<file path="config.mk">
export PLATFORM = sky130hd
export DESIGN_NAME = elastic_pipe_reg
export DESIGN_NICKNAME = d
export VERILOG_FILES = /design/src/rtl/pipe_pkg.sv /design/src/rtl/elastic_pipe_reg.sv
export SDC_FILE = /design/constraint.sdc
export NUM_CORES = 1
export LEC_CHECK = 0
export BUFFER_PORTS_ARGS = -buffer_cell sky130_fd_sc_hd__buf_2
export CORE_MARGIN = 2
export CORE_UTILIZATION = 58
export DETAILED_ROUTE_END_ITERATION = 7
export GPL_TIMING_DRIVEN = 1
export PLACE_DENSITY = 0.85
export SLEW_MARGIN = 20
export SYNTH_ARGS = -nofsm -noshare
export SYNTH_HDL_FRONTEND = slang
export SYNTH_SLANG_ARGS = --single-unit
</file>
<file path="constraint.sdc">
create_clock -name clk -period 4.1 [get_ports clk]
set_clock_uncertainty 0.05 [all_clocks]
set_input_delay 0.41 -clock clk [delete_from_list [all_inputs] [get_ports clk]]
set_output_delay 0.41 -clock clk [all_outputs]
set_load 0.03 [all_outputs]
</file>
<file path="src/rtl/pipe_pkg.sv">
// Shared types for the elastic pipeline register: state encoding and occupancy width.
package pipe_pkg;

  localparam int unsigned OCC_W = 2;

  typedef enum logic [OCC_W-1:0] {
    EMPTY = 2'd0,
    ONE   = 2'd1,
    TWO   = 2'd2
  } pipe_state_t;

endpackage

</file>
<file path="src/rtl/elastic_pipe_reg.sv">
// Elastic pipeline stage: a single register, or a two-entry skid buffer when SKID_EN=1.
// Valid/ready handshake on both sides, with flush support and bubble-zeroed control bits.
module elastic_pipe_reg
  import pipe_pkg::*;
#(
  parameter int DATA_W  = 32,
  parameter int CTRL_W  = 16,
  parameter int SKID_EN = 1
) (
  input  logic              clk,
  input  logic              rst,
  input  logic              flush,
  input  logic              in_valid,
  output logic              in_ready,
  input  logic [DATA_W-1:0] in_data,
  input  logic [CTRL_W-1:0] in_ctrl,
  output logic              out_valid,
  input  logic              out_ready,
  output logic [DATA_W-1:0] out_data,
  output logic [CTRL_W-1:0] out_ctrl,
  output logic [OCC_W-1:0]  occupancy
);

  pipe_state_t       state, state_nx;
  logic [DATA_W-1:0] head_data, skid_data;
  logic [CTRL_W-1:0] head_ctrl, skid_ctrl;
  logic              push_evt, pop_evt;

  assign push_evt = in_valid & in_ready;
  assign pop_evt  = out_valid & out_ready;

  always_ff @(posedge clk) begin
    if (rst) state <= EMPTY;
    else     state <= state_nx;
  end

  always_comb begin
    state_nx = state;
    if (flush) begin
      state_nx = EMPTY;
    end else begin
      unique case (state)
        EMPTY: if (push_evt) state_nx = ONE;
        ONE: begin
          if (push_evt && !pop_evt && SKID_EN != 0) state_nx = TWO;
          else if (!push_evt && pop_evt)            state_nx = EMPTY;
        end
        TWO:     if (pop_evt) state_nx = ONE;
        default: state_nx = EMPTY;
      endcase
    end
  end

  // Payload registers freeze on flush so out_data keeps its last value.
  always_ff @(posedge clk) begin
    if (rst) begin
      head_data <= '0;
      head_ctrl <= '0;
      skid_data <= '0;
      skid_ctrl <= '0;
    end else if (!flush) begin
      unique case (state)
        EMPTY: begin
          if (push_evt) begin
            head_data <= in_data;
            head_ctrl <= in_ctrl;
          end
        end
        ONE: begin
          if (push_evt && pop_evt) begin
            head_data <= in_data;
            head_ctrl <= in_ctrl;
          end else if (push_evt && SKID_EN != 0) begin
            skid_data <= in_data;
            skid_ctrl <= in_ctrl;
          end
        end
        TWO: begin
          if (pop_evt) begin
            head_data <= skid_data;
            head_ctrl <= skid_ctrl;
          end
        end
        default: ;
      endcase
    end
  end

  // With the skid buffer, in_ready decodes state only, so no path from out_ready.
  always_comb begin
    out_valid = (state != EMPTY);
    if (SKID_EN != 0) in_ready = (state != TWO);
    else              in_ready = !out_valid || out_ready;
    out_data  = head_data;
    out_ctrl  = out_valid ? head_ctrl : '0;
    occupancy = state;
  end

endmodule

</file>
==> results.sh <==
export IMPL_outcome="completed"
export IMPL_final_core_util_pct=67.5
export IMPL_grt_pass1_wl_um=18700
export IMPL_core_area_um2=7610
export IMPL_yosys_area_top_type="dfxtp_1"
export IMPL_timing_critical_path_from="occupancy[0]"
export IMPL_root_buffer="clkbuf_8"
export IMPL_place_congestion=0.779
export IMPL_setup_violations_final=0
export IMPL_antennaDiodeCount=0
export IMPL_r2r_start="occupancy[1]"
export IMPL_clk_path_buf_depth=2
export IMPL_die_area_um2=8480
export IMPL_syn_inst=478
export IMPL_dp_cells=628
export IMPL_dpl_hpwl_um=6690
export IMPL_tns_ns=0
export IMPL_ys_seq_area_share_pct=43.6
export IMPL_cp_data_arrival_time_ns=2.16
export IMPL_hold_path_cell_count=3
export IMPL_clk_insertion_delay_late_ns=0.37
export IMPL_path_class="reg2out"
export IMPL_cts_buffers_inserted=9
export IMPL_ctsHoldBuffers=0
export IMPL_max_slew_margin_rel_pct=27.4
export IMPL_vias=4003
export IMPL_drive_gt1_share_pct=27.9
export IMPL_end_kind="primary output"
export IMPL_drv_slew=0
export IMPL_die_h_um=92.1
export IMPL_cp_max_fo=50
export IMPL_drtIter0Drc=274
export IMPL_fp_row_count=32
export IMPL_worst_path_max_delay_cell="nand2b_4"
export IMPL_crit_chain="nand2b_4 > buf_2"
export IMPL_io_pins=105
export IMPL_antenna_found_initial=0
export IMPL_fp_dieW_um=92.1
export IMPL_hold_end="skid_ctrl[13]"
export IMPL_antenna_left=0
export IMPL_grtUsageTotal_pct=27.0
export IMPL_seqCellArea_um2=1960
export IMPL_yosysUniqueCellTypes=26
export IMPL_drt_pass1_iterations=5
export IMPL_grt_start_max_net_pins=99
export IMPL_finalWirelength_um=11500
export IMPL_hold_ws_ns=0.236
export IMPL_via_per_inst=6.22
export IMPL_min_period_over_period_pct=63.8
export IMPL_avgSynthCellArea_um2=9.42
export IMPL_reg2reg_slack_ns=1.86
export IMPL_route_detailed_wl_per_inst_um=17.9
export IMPL_ys_top_cells_by_area="dfxtp_1, a211oi_1, mux2i_1"
export IMPL_p_total_mw=2.00
export IMPL_clk_pin_slew_worst_paths_ns=0.10
export IMPL_synth_warnings=0
export IMPL_drcViolationCount=0
export IMPL_synth_seq_cells=98
export IMPL_num_fill_cells=603
export IMPL_min_from="in_ctrl[13]"
export IMPL_worstMarginPinSlew_ns=1.09
export IMPL_ff2ff_path_depth=3
export IMPL_timing_fmax_mhz=382
export IMPL_start_util_pct=59.2
export IMPL_max_cap_violations=0
export IMPL_hold_viol_final=0
export IMPL_first_global_vias=3897
export IMPL_cts_resized_gates=0
export IMPL_leakage_nw=2.19
export IMPL_critPathLaunchType="flop"
export IMPL_final_cells=644
export IMPL_power_density_nw_per_um2=389
export IMPL_syn_to_final_growth_pct=14.0
export IMPL_port_buffers=104
export IMPL_tritoncts="yes"
export IMPL_timing_rr_end="out_data[17]"
export IMPL_min_period_ns=2.62
export IMPL_post_cts_setup_buffers=0
export IMPL_crit_required_ns=3.64
export IMPL_multi_input_area_um2=2290
export IMPL_vdd_drop_max_mv=0.201
export IMPL_grt_overflow_total=0
export IMPL_syn_num_nets=531
export IMPL_layout_nets=590
export IMPL_slowest_delay_ns=0.82
export IMPL_netlist_area_leader_share_pct=43.6
export IMPL_htreeDepth=3
export IMPL_hp_class="in2reg"
export IMPL_syn_area_um2=4500
export IMPL_cts_sinks=98
export IMPL_rsz0062_at_grt="false"
-- sequential cells by signal, summed over array words and instances, names as in the netlist --
name and count:
out_data 32, skid_data 32, head_ctrl 16, skid_ctrl 16, occupancy 2
-- synthesized netlist by cell type, drive strengths merged --
| master | number |
|---|---|
| clkbuf | 31 |
| a21oi | 48 |
| o21ai | 48 |
| nor2 | 2 |
| nand2b | 2 |
| dfxtp | 98 |
| or3b | 1 |
| a21o | 2 |
| mux2 | 1 |
| nand3 | 48 |
| a211oi | 97 |
| mux2i | 48 |
| inv | 2 |
| nor2b | 16 |
| nand3b | 1 |
| buf | 28 |
| a2111oi | 1 |
| nand4bb | 1 |
| nand2 | 1 |
| and4bb | 2 |
-- layer usage --
layer | wire length [um] | part of all wire, % | GRT usage [%]
met3 | 753 | 6.5 | 3.86
met1 | 4840 | 42 | 34.2
met2 | 5720 | 50 | 46.9
met5 | 0 | 0 | 0
met4 | 204 | 1.8 | 9.95
-- layout make-up --
cell class                      count  share of cell area, %
Tap cell                          102                   2.49
Sequential cell                    98                   38.2
Clock buffer                        9                   2.41
Timing Repair Buffer              107                   10.6
Multi-Input combinational cell    319                   44.6
Clock inverter                      7                   1.54
Inverter                            2                  0.146
-- layout by cell type, fill, tap and decap left out, drive strengths merged --
cell type and count:
nand2b 2, nand3b 1, nor2b 16, a211oi 97
clkinv 3, nor2 2, a2111oi 1, buf 107
clkbuf 9, o21ai 48, bufinv 1, a21o 2
or3b 1, dfxtp 98, mux2i 48, a21oi 48
mux2 1, nand4bb 1, and4bb 2, clkinvlp 2
inv 3, nand2 1, nand3 48
-- power by group --
| group | leakage [nW] | total [mW] | switching, mW | internal (mW) |
|---|---|---|---|---|
| combinational | 1.29 | 0.333 | 0.221 | 0.112 |
| sequential | 0.801 | 1.02 | 0.0266 | 0.998 |
| clock | 0.0973 | 0.640 | 0.353 | 0.287 |
-- through the flow --
stage | setup WS [ns] | cell area, um2
2_1_floorplan | 2.15 | 4500
3_3_place_gp | 1.64 | 4910
3_5_place_dp | 1.55 | 4910
4_1_cts | 1.46 | 5110
5_1_grt | 1.39 | 5130
6_report | 1.48 | 5130
-- worst max-delay path by stage --
stage	to	slack, ns
finish	in_ready	1.48
global route	in_ready	1.39
CTS	out_ctrl[15]	1.46
detailed placement	out_data[18]	1.55
global placement	out_data[18]	1.64
floorplan	out_ctrl[10]	2.15
-- logic make-up (layout without fill, tap and decap cells) --
family | Yosys count | in the layout | synth area share, %
AOI/OAI and AO/OA | 196 | 196 | 29.6
muxes | 49 | 49 | 11.0
buffers and inverters | 61 | 125 | 6.56
and+or+nand+nor | 74 | 74 | 9.26
DFF | 98 | 98 | 43.6
-- worst max-delay path: cells and delay by family, from the launching register on --
kind,cells,cell delay (ns)
simple gates,1,0.82
buf+inv,1,0.34
flops,1,0.62
No activity file was read; power rests on OpenSTA's default activity.
